==> src/rtl/mips_pkg.sv <==
// Shared MIPS pipeline definitions: redirect selects, NOP encoding, fetch FSM
// state encoding and small helpers used by the fetch stage.
package mips_pkg;

    localparam int unsigned INSTR_W  = 32;
    localparam int unsigned PCSRC_W  = 2;
    localparam int unsigned PERF_W   = 32;
    localparam int unsigned JIDX_W   = 26;

    localparam logic [PCSRC_W-1:0] PCSRC_SEQ = 2'b00;
    localparam logic [PCSRC_W-1:0] PCSRC_BR  = 2'b01;
    localparam logic [PCSRC_W-1:0] PCSRC_JMP = 2'b10;

    localparam logic [INSTR_W-1:0] MIPS_NOP = 32'h0000_0000;

    typedef enum logic [1:0] {
        S_BOOT  = 2'd0,
        S_FETCH = 2'd1,
        S_HELD  = 2'd2
    } fetch_state_e;

    // Instruction word captured while the pipeline is stalled
    typedef struct packed {
        logic [INSTR_W-1:0] instr;
        logic [INSTR_W-1:0] pc4;
    } fetch_word_t;

    // Saturating increment for performance counters
    function automatic logic [PERF_W-1:0] sat_inc(input logic [PERF_W-1:0] v);
        return (v == {PERF_W{1'b1}}) ? v : v + PERF_W'(1);
    endfunction

endpackage

==> src/rtl/if_fetch_unit_if_id_reg.sv <==
// IF/ID pipeline register: flush beats load beats bubble beats hold.
module if_id_reg
    import mips_pkg::*;
#(
    parameter int unsigned ADDR_W = 32
) (
    input  logic                clk,
    input  logic                rst_n,
    input  logic                flush_i,
    input  logic                load_i,
    input  logic                bubble_i,
    input  logic [INSTR_W-1:0]  instr_i,
    input  logic [ADDR_W-1:0]   pc4_i,
    output logic [INSTR_W-1:0]  instr_o,
    output logic [ADDR_W-1:0]   pc4_o,
    output logic                valid_o
);

    logic [INSTR_W-1:0] instr_q;
    logic [ADDR_W-1:0]  pc4_q;
    logic               valid_q;

    // pc4 is kept across a flush so a jump resolving in ID still sees it
    always_ff @(posedge clk or negedge rst_n) begin
        if (!rst_n) begin
            instr_q <= MIPS_NOP;
            pc4_q   <= '0;
            valid_q <= 1'b0;
        end else if (flush_i) begin
            instr_q <= MIPS_NOP;
            valid_q <= 1'b0;
        end else if (load_i) begin
            instr_q <= instr_i;
            pc4_q   <= pc4_i;
            valid_q <= 1'b1;
        end else if (bubble_i) begin
            valid_q <= 1'b0;
        end
    end

    assign instr_o = instr_q;
    assign pc4_o   = pc4_q;
    assign valid_o = valid_q;

endmodule

==> src/rtl/if_fetch_unit.sv <==
// MIPS instruction-fetch stage: PC, fetch FSM, stall holding buffer, IF/ID.
// Optional IF_PERF_CNT_EN adds saturating fetch/flush/stall counters.
module if_fetch_unit
    import mips_pkg::*;
#(
    parameter logic [31:0] RESET_PC = 32'h0000_0000,
    parameter int unsigned ADDR_W   = 32
) (
    input  logic                clk,
    input  logic                rst_n,
    input  logic [PCSRC_W-1:0]  PCSrc,
    input  logic                ifflush,
    input  logic [ADDR_W-1:0]   branch_target,
    input  logic [JIDX_W-1:0]   jump_index,
    input  logic                stall,
    output logic                imem_req,
    output logic [ADDR_W-1:0]   imem_addr,
    input  logic [INSTR_W-1:0]  imem_rdata,
    input  logic                imem_ready,
    output logic [INSTR_W-1:0]  if_id_instr,
    output logic [ADDR_W-1:0]   if_id_pc4,
    output logic                if_id_valid,
    output logic [PERF_W-1:0]   perf_fetch,
    output logic [PERF_W-1:0]   perf_flush,
    output logic [PERF_W-1:0]   perf_stall
);

    fetch_state_e       state_q, state_d;
    logic [ADDR_W-1:0]  pc_q, pc_d;
    logic [INSTR_W-1:0] buf_instr_q, buf_instr_d;
    logic [ADDR_W-1:0]  buf_pc4_q, buf_pc4_d;
    logic               req_q;

    logic [ADDR_W-1:0]  pc_plus4;
    logic [ADDR_W-1:0]  jump_target;
    logic               ifid_load;
    logic               ifid_flush;
    logic               ifid_bubble;
    logic [INSTR_W-1:0] ifid_instr_in;
    logic [ADDR_W-1:0]  ifid_pc4_in;

    assign pc_plus4    = pc_q + ADDR_W'(4);
    assign jump_target = ADDR_W'({if_id_pc4[ADDR_W-1 -: 4], jump_index, 2'b00});

    // State, PC, holding buffer and the registered fetch request
    always_ff @(posedge clk or negedge rst_n) begin
        if (!rst_n) begin
            state_q     <= S_BOOT;
            pc_q        <= ADDR_W'(RESET_PC);
            buf_instr_q <= MIPS_NOP;
            buf_pc4_q   <= '0;
            req_q       <= 1'b0;
        end else begin
            state_q     <= state_d;
            pc_q        <= pc_d;
            buf_instr_q <= buf_instr_d;
            buf_pc4_q   <= buf_pc4_d;
            req_q       <= (state_d == S_FETCH);
        end
    end

    // Next-state logic; a redirect overrides stall, memory response and state
    always_comb begin
        state_d       = state_q;
        pc_d          = pc_q;
        buf_instr_d   = buf_instr_q;
        buf_pc4_d     = buf_pc4_q;
        ifid_load     = 1'b0;
        ifid_flush    = 1'b0;
        ifid_bubble   = 1'b0;
        ifid_instr_in = imem_rdata;
        ifid_pc4_in   = pc_plus4;

        if (ifflush) begin
            ifid_flush  = 1'b1;
            state_d     = S_FETCH;
            buf_instr_d = MIPS_NOP;
            buf_pc4_d   = '0;
            case (PCSrc)
                PCSRC_BR:  pc_d = branch_target;
                PCSRC_JMP: pc_d = jump_target;
                default:   pc_d = pc_q;
            endcase
        end else begin
            case (state_q)
                S_BOOT: begin
                    state_d = S_FETCH;
                end
                S_FETCH: begin
                    if (imem_ready) begin
                        if (!stall) begin
                            ifid_load = 1'b1;
                            pc_d      = pc_plus4;
                        end else begin
                            buf_instr_d = imem_rdata;
                            buf_pc4_d   = pc_plus4;
                            state_d     = S_HELD;
                        end
                    end else if (!stall) begin
                        ifid_bubble = 1'b1;
                    end
                end
                S_HELD: begin
                    if (!stall) begin
                        ifid_load     = 1'b1;
                        ifid_instr_in = buf_instr_q;
                        ifid_pc4_in   = buf_pc4_q;
                        pc_d          = pc_plus4;
                        state_d       = S_FETCH;
                    end
                end
                default: begin
                    state_d = S_BOOT;
                end
            endcase
        end
    end

    if_id_reg #(
        .ADDR_W (ADDR_W)
    ) u_if_id_reg (
        .clk      (clk),
        .rst_n    (rst_n),
        .flush_i  (ifid_flush),
        .load_i   (ifid_load),
        .bubble_i (ifid_bubble),
        .instr_i  (ifid_instr_in),
        .pc4_i    (ifid_pc4_in),
        .instr_o  (if_id_instr),
        .pc4_o    (if_id_pc4),
        .valid_o  (if_id_valid)
    );

    assign imem_req  = req_q;
    assign imem_addr = pc_q;

`ifdef IF_PERF_CNT_EN
    logic [PERF_W-1:0] perf_fetch_q;
    logic [PERF_W-1:0] perf_flush_q;
    logic [PERF_W-1:0] perf_stall_q;

    // A stall cycle is only counted when it is not overridden by a redirect
    always_ff @(posedge clk or negedge rst_n) begin
        if (!rst_n) begin
            perf_fetch_q <= '0;
            perf_flush_q <= '0;
            perf_stall_q <= '0;
        end else begin
            if (ifid_load)
                perf_fetch_q <= sat_inc(perf_fetch_q);
            if (ifflush)
                perf_flush_q <= sat_inc(perf_flush_q);
            if (stall && !ifflush)
                perf_stall_q <= sat_inc(perf_stall_q);
        end
    end

    assign perf_fetch = perf_fetch_q;
    assign perf_flush = perf_flush_q;
    assign perf_stall = perf_stall_q;
`else
    assign perf_fetch = '0;
    assign perf_flush = '0;
    assign perf_stall = '0;
`endif

endmodule

==> config.mk <==
export PLATFORM = sky130hd
export DESIGN_NAME = if_fetch_unit
export DESIGN_NICKNAME = d
export VERILOG_FILES = /design/src/rtl/mips_pkg.sv /design/src/rtl/if_fetch_unit_if_id_reg.sv /design/src/rtl/if_fetch_unit.sv
export SDC_FILE = /design/constraint.sdc
export NUM_CORES = 1
export LEC_CHECK = 0
export BUFFER_PORTS_ARGS = -buffer_cell sky130_fd_sc_hd__buf_2
export CAP_MARGIN = 10
export CELL_PAD_IN_SITES_DETAIL_PLACEMENT = 0
export CELL_PAD_IN_SITES_GLOBAL_PLACEMENT = 1
export CORE_UTILIZATION = 40
export DETAILED_ROUTE_END_ITERATION = 10
export GPL_ROUTABILITY_DRIVEN = 0
export GPL_TIMING_DRIVEN = 0
export HOLD_SLACK_MARGIN = 0.15
export PLACE_DENSITY_LB_ADDON = 0.15
export SLEW_MARGIN = 20
export SYNTH_ARGS = -nofsm -noshare
export SYNTH_HDL_FRONTEND = slang
export SYNTH_SLANG_ARGS = --single-unit
==> constraint.sdc <==
create_clock -name clk -period 6.81 [get_ports clk]
set_clock_uncertainty 0.15 [all_clocks]
set_input_delay 1.0215 -clock clk [delete_from_list [all_inputs] [get_ports clk]]
set_output_delay 1.0215 -clock clk [all_outputs]
set_load 0.01 [all_outputs]
[Yosys cells after proc, flatten, opt, wreduce, memory -nomap -nowiden]
Index checks and enable logic that the tools add are counted.
Storage, ports and cells
  register bits after elaboration: 164
  bits in latches: 0
  memory bits (writable): 0
  ROM bits: 0
  input bits: 97
  output and inout port bits: 194
  word-level logic and storage cells: 61
  memories kept: 0
Cells by class
  add/subtract/negate cells: 1
  multiply operators: 0
  divide/modulo/power cells: 0
  $lt $le $gt $ge: 0
  eq/ne operators: 7
  shift-type cells: 0
  multiplexer cells: 35
  bitwise gates (word level): 1
  reductions and logical operators: 9
Operators with widths (number)
  32-bit two-way mux: 17
  32-bit case mux with 2 select lines: 2
  32-bit by 3-bit adder with 32-bit output (second input constant): 1
  1-bit two-way mux: 10
  2-bit two-way mux: 4
  2-bit by 1-bit equality test with 1-bit output (second input constant): 3
  2-bit case mux with 3 select lines: 1
  2-bit nonzero test: 3
  3-bit nonzero test: 2
  2-bit equality test (second input constant): 2
  2-bit AND reduction: 2
  3-bit by 1-bit != test with 1-bit output (second input constant): 1
  3-bit != test (second input constant): 1
  3-bit AND reduction: 1
  2-bit zero test: 1
  1-bit case mux with 2 select lines: 1
  1-bit inverter: 1

[Depth between registers and ports, before layout]
  word-level depth: 7
  depth in mapped cells: 10
  mapped depth without buffers: 7

[By module]
Synthesis repeated with hierarchy kept, for this count alone.
Unflattened totals
  cells, all modules: 941
  area total of the unflattened synthesis: 9320.2 um^2
Modules (own cells, without submodules)
  if_fetch_unit: times used 1, cells an instance 764, area each 6663.9 um^2, seq. area each 2477.4 um^2
  if_id_reg: times used 1, cells an instance 177, area each 2656.3 um^2, seq. area each 1626.6 um^2

[Least setup slack after synthesis]
No wires, ideal clock.
  path type: input to register
  from: input port stall
  to: register u_if_id_reg.pc4_q[28], in the netlist u_if_id_reg.pc4_o[28]
  setup time: 0.125 ns
  arrival time: 2.454 ns
  setup slack: 4.081 ns
  stages: 6
  path buffers: 3
  cells stage by stage: clkbuf_1 > nor2_2 > and3_1 > clkbuf_1 > clkbuf_1 > mux2_2
On the way
  longest elaborated chain between the ends: 5
  elaborated cells on any way between the ends: 8
  classes of those cells: mux: 7; reduce/logical: 1
RTL lines
  from (decl): line if_fetch_unit.sv:15  | input logic stall,
  1-bit two-way mux: line if_fetch_unit.sv:91, if_fetch_unit.sv:104
  1-bit two-way mux: line if_fetch_unit.sv:90  | if (imem_ready) begin
  1-bit case mux with 2 select lines: line if_fetch_unit.sv:85  | case (state_q)
  1-bit two-way mux: line if_fetch_unit.sv:74  | if (ifflush) begin
  2-bit AND reduction (no line)
  to (signal assigned): line if_fetch_unit_if_id_reg.sv:34  | pc4_q <= pc4_i;
  to (decl): line if_fetch_unit_if_id_reg.sv:20  | logic [ADDR_W-1:0] pc4_q;
Several ways; a longest one is shown, not always the timed one.
A chain may end at the register's enable or synchronous reset.

[Final worst setup path]
  from: input port PCSrc[0]
  to: register pc_q[24], in the netlist imem_addr[24]
On the way
  longest elaborated chain between the ends: 3
  elaborated cells on any way between the ends: 6
  classes of those cells: eq/ne: 3; mux: 2; reduce/logical: 1
RTL lines
  from (decl): line if_fetch_unit.sv:11  | input logic [PCSRC_W-1:0] PCSrc,
  2-bit equality test / 2-bit by 1-bit equality test with 1-bit output (equally long branches): line if_fetch_unit.sv:79  | case (PCSrc)
  3-bit by 1-bit != test with 1-bit output (no line) / 32-bit case mux with 2 select lines (equally long branches)
  3-bit AND reduction (no line) / 32-bit two-way mux (equally long branches)
  to (signal assigned): line if_fetch_unit.sv:49  | pc_q <= ADDR_W'(RESET_PC);
  to (signal assigned): line if_fetch_unit.sv:55  | pc_q <= pc_d;
  to (decl): line if_fetch_unit.sv:29  | logic [ADDR_W-1:0] pc_q, pc_d;
Several ways; a longest one is shown, not always the timed one.

==> impl_metrics.toml <==
[yosys]
synth_common_cells = "nand2_1, dfrtp_1, buf_4"
synthesis.area_um2 = 8990
ys_ff_latch = 164
seq_area_frac_synth = 0.456
yosysMostFrequentCell = "nand2_1"
async_reset_ff_frac = 1.00
yosys_most_used_dff = "dfrtp_1"
synthDistinctLibCells = 61
synth_edf_count = 0
yosys-top-cells-area = "dfrtp_1, nand2_1, buf_4"
yosysWarnings = 0
synth.avg_cell_area_um2 = 8.90
synth_largest_area_cell = "dfrtp_1"
synth_top_area_share = 0.456
synthCells = 1011

[cts]
worstSkewPairLatency_ns = 0.43
h-tree-depth = 4
holdBufCountCts = 0
numCtsBuffers = 17
cts_setup_buffers = 0
cts-root-buf = "clkbuf_16"
cts_max_path_buffers = 2
cts_resized = 0
tritoncts = "yes"
clk_pin_slew_worst_paths_ns = 0.07
cts.sinks = 164

[floorplan]
rows = 54
coreArea_um2 = 22000
die_width_um = 152
die_h_um = 152
initial_core_util = 0.410
dieArea_um2 = 23100
ios = 291

[worst_hold_path]
worstHoldStart = "buf_pc4_q[28]"
whs_path_depth = 2
hold_class = "flop to flop"
min_delay_worst_endpoint = "buf_pc4_q[28]"

[critical_path]
setup.worst_path.end_class = "flop"
crit_path_top_delay_cell = "clkbuf_1"
cp-start-kind = "primary input"
timing.rr.start = "state_q[0]"
path_max_fanout = 10
worst-r2r-cell-count = 9
cp_data_required_time_ns = 7.02
path_cells = "clkbuf_1, nor2b_1, clkbuf_1, buf_2, nand2_1, nand3_1, o21ai_0, a21oi_1"
worstReg2RegEnd = "imem_addr[12]"
timing.critical_path.mode_cell = "clkbuf_1"
slowest_delay_ns = 0.67
cp_num_buf_inv = 3
critical_path_arrival_ns = 3.06
ff2ff_setup_slack_ns = 4.08
critPathTopFamily = "buffers and inverters"
cp.depth = 8
crit_type = "primary input to flop"

[timing]
rsz0062_at_grt = "false"
period_share = 0.418
fmax_mhz = 351
setup_viol = 0
drv_slew = 0
hold-worst-slack_ns = 0.321
max_slew_margin = 0.360
hold_viol_final = 0
tightest_slew_ns = 0.955
period_minus_slack_ns = 2.85
fin_tns_setup_ns = 0

[grt]
overflow = 0
grt_use_total = 0.245
grt_max_degree = 94
antenna_found_initial = 0
grt_pass1_wl_mm = 43.7
grt_pass1_vias = 7568

[pwr]
p_clk_frac = 0.311
p_per_area_nw_per_um2 = 290
switching_share = 0.350
seqPwrFrac = 0.410
ir_drop_mv = 0.129
leakagePower_nw = 5.68
switching_power_mw = 1.15
pwr-share-comb = 0.279
internal_power_mw = 2.13

[routing]
wl_per_cell_um = 17.4
detail-route-antenna-nets = 0
drc = 28
vias = 8076
drt_iter0_drc = 498
routed_wl_mm = 28.0
vias_per_cell = 5.01
firstDrtPassIters = 9

[final_layout]
drive_gt1_frac = 0.263
final_core_util = 0.515
antenna_cells = 0
nets = 1420
area_delta_synth_final_pct = 25.8

[placed_design]
dpl.hpwl_mm = 20.9
port_buffers = 192

[job]
maxCapViolations = 0

[status]
outcome = "finished with violations"
failed_checks = "DRC"
[state kept, by name (all words and copies together), names as in the netlist]
register and count:
buf_instr_q 32, buf_pc4_q 32, imem_addr 32, imem_req 1
state_q 2, u_if_id_reg.instr_o 32, u_if_id_reg.pc4_o 32, u_if_id_reg.valid_o 1
[cell type report]
class,instances,area (um^2)
Fill cell,2161,10600
Multi-Input combinational cell,760,4180
Sequential cell,164,4100
Buffer,171,1030
Timing Repair Buffer,193,998
Clock buffer,19,443
Tap cell,280,350
Clock inverter,13,174
Inverter,11,41.3
[worst reg2reg max path, cell delays in order (launching register included)]
cell       delay, ns
dfrtp_1         0.42
inv_1           0.10
ha_1            0.14
clkbuf_1        0.27
mux2_2          0.30
o2bb2ai_1       0.15
buf_2           0.27
clkbuf_1        0.51
nand4_1         0.17
o211a_1         0.15
[worst max path at each step]
| stage | startpoint | end | slack (ns) |
|---|---|---|---|
| after floorplan | stall | u_if_id_reg.pc4_o[28] | 4.08 |
| after global placement | rst_n | u_if_id_reg.instr_o[9] | 1.86 |
| after detailed placement | PCSrc[0] | imem_addr[24] | 3.50 |
| after CTS | PCSrc[0] | imem_addr[24] | 3.95 |
| after global routing | PCSrc[0] | imem_addr[24] | 3.79 |
| final | PCSrc[0] | imem_addr[24] | 3.96 |
[cell usage in the layout (no fill, tap or decap), types with 6 or more instances in the layout]
cell type	n
and3_1	11
conb_1	96
nand2b_1	6
xnor2_1	14
buf_2	203
nand2_1	199
nand4_1	8
a31oi_1	10
clkbuf_16	17
buf_4	97
inv_1	10
mux2i_1	19
nand3_1	51
a22o_1	43
a311oi_1	33
o21ai_0	73
xor2_1	10
nor3_1	10
clkbuf_1	57
o211ai_1	9
nor2_1	63
dfrtp_1	164
a21oi_1	31
[power by group through the flow]
stage / registers, mW / logic (mW) / clock network (mW)
after floorplan: 1.39 / 0.468 / 0
after global placement: 1.36 / 0.909 / 0
after detailed placement: 1.36 / 0.918 / 0
after CTS: 1.34 / 0.921 / 1.04
after global routing: 1.37 / 1.01 / 1.08
final: 1.35 / 0.917 / 1.02
[metrics by stage]
step | instance area, um^2 | power (mW) | cells | setup slack (ns)
2_1_floorplan | 9350 | 1.86 | 1106 | 4.08
3_3_place_gp | 10700 | 2.27 | 1578 | 1.86
3_5_place_dp | 10700 | 2.28 | 1579 | 3.50
4_1_cts | 11300 | 3.30 | 1611 | 3.95
5_1_grt | 11300 | 3.46 | 1611 | 3.79
6_report | 11300 | 3.28 | 1611 | 3.96
[logic make-up after synthesis]
| logic type | after synthesis | synth area share |
|---|---|---|
| simple gates | 379 | 0.189 |
| compound gates | 233 | 0.179 |
| buf+inv | 182 | 0.119 |
| flops | 164 | 0.456 |
| xor+xnor | 24 | 0.0234 |
| mux | 23 | 0.0262 |
| fa+ha+maj | 5 | 0.00696 |
| other cells | 1 | 0.000417 |
[per-layer routing]
| layer | share of wire | global-route usage | vias up | wire, um |
|---|---|---|---|---|
| li1 | - | - | 3972 | - |
| met1 | 0.47 | 0.358 | 3783 | 13300 |
| met2 | 0.45 | 0.374 | 292 | 12500 |
| met3 | 0.064 | 0.0394 | 29 | 1790 |
| met4 | 0.016 | 0.0705 | 0 | 443 |
| met5 | 0 | 0 | - | 0 |
(Power assumes the default switching activity.)
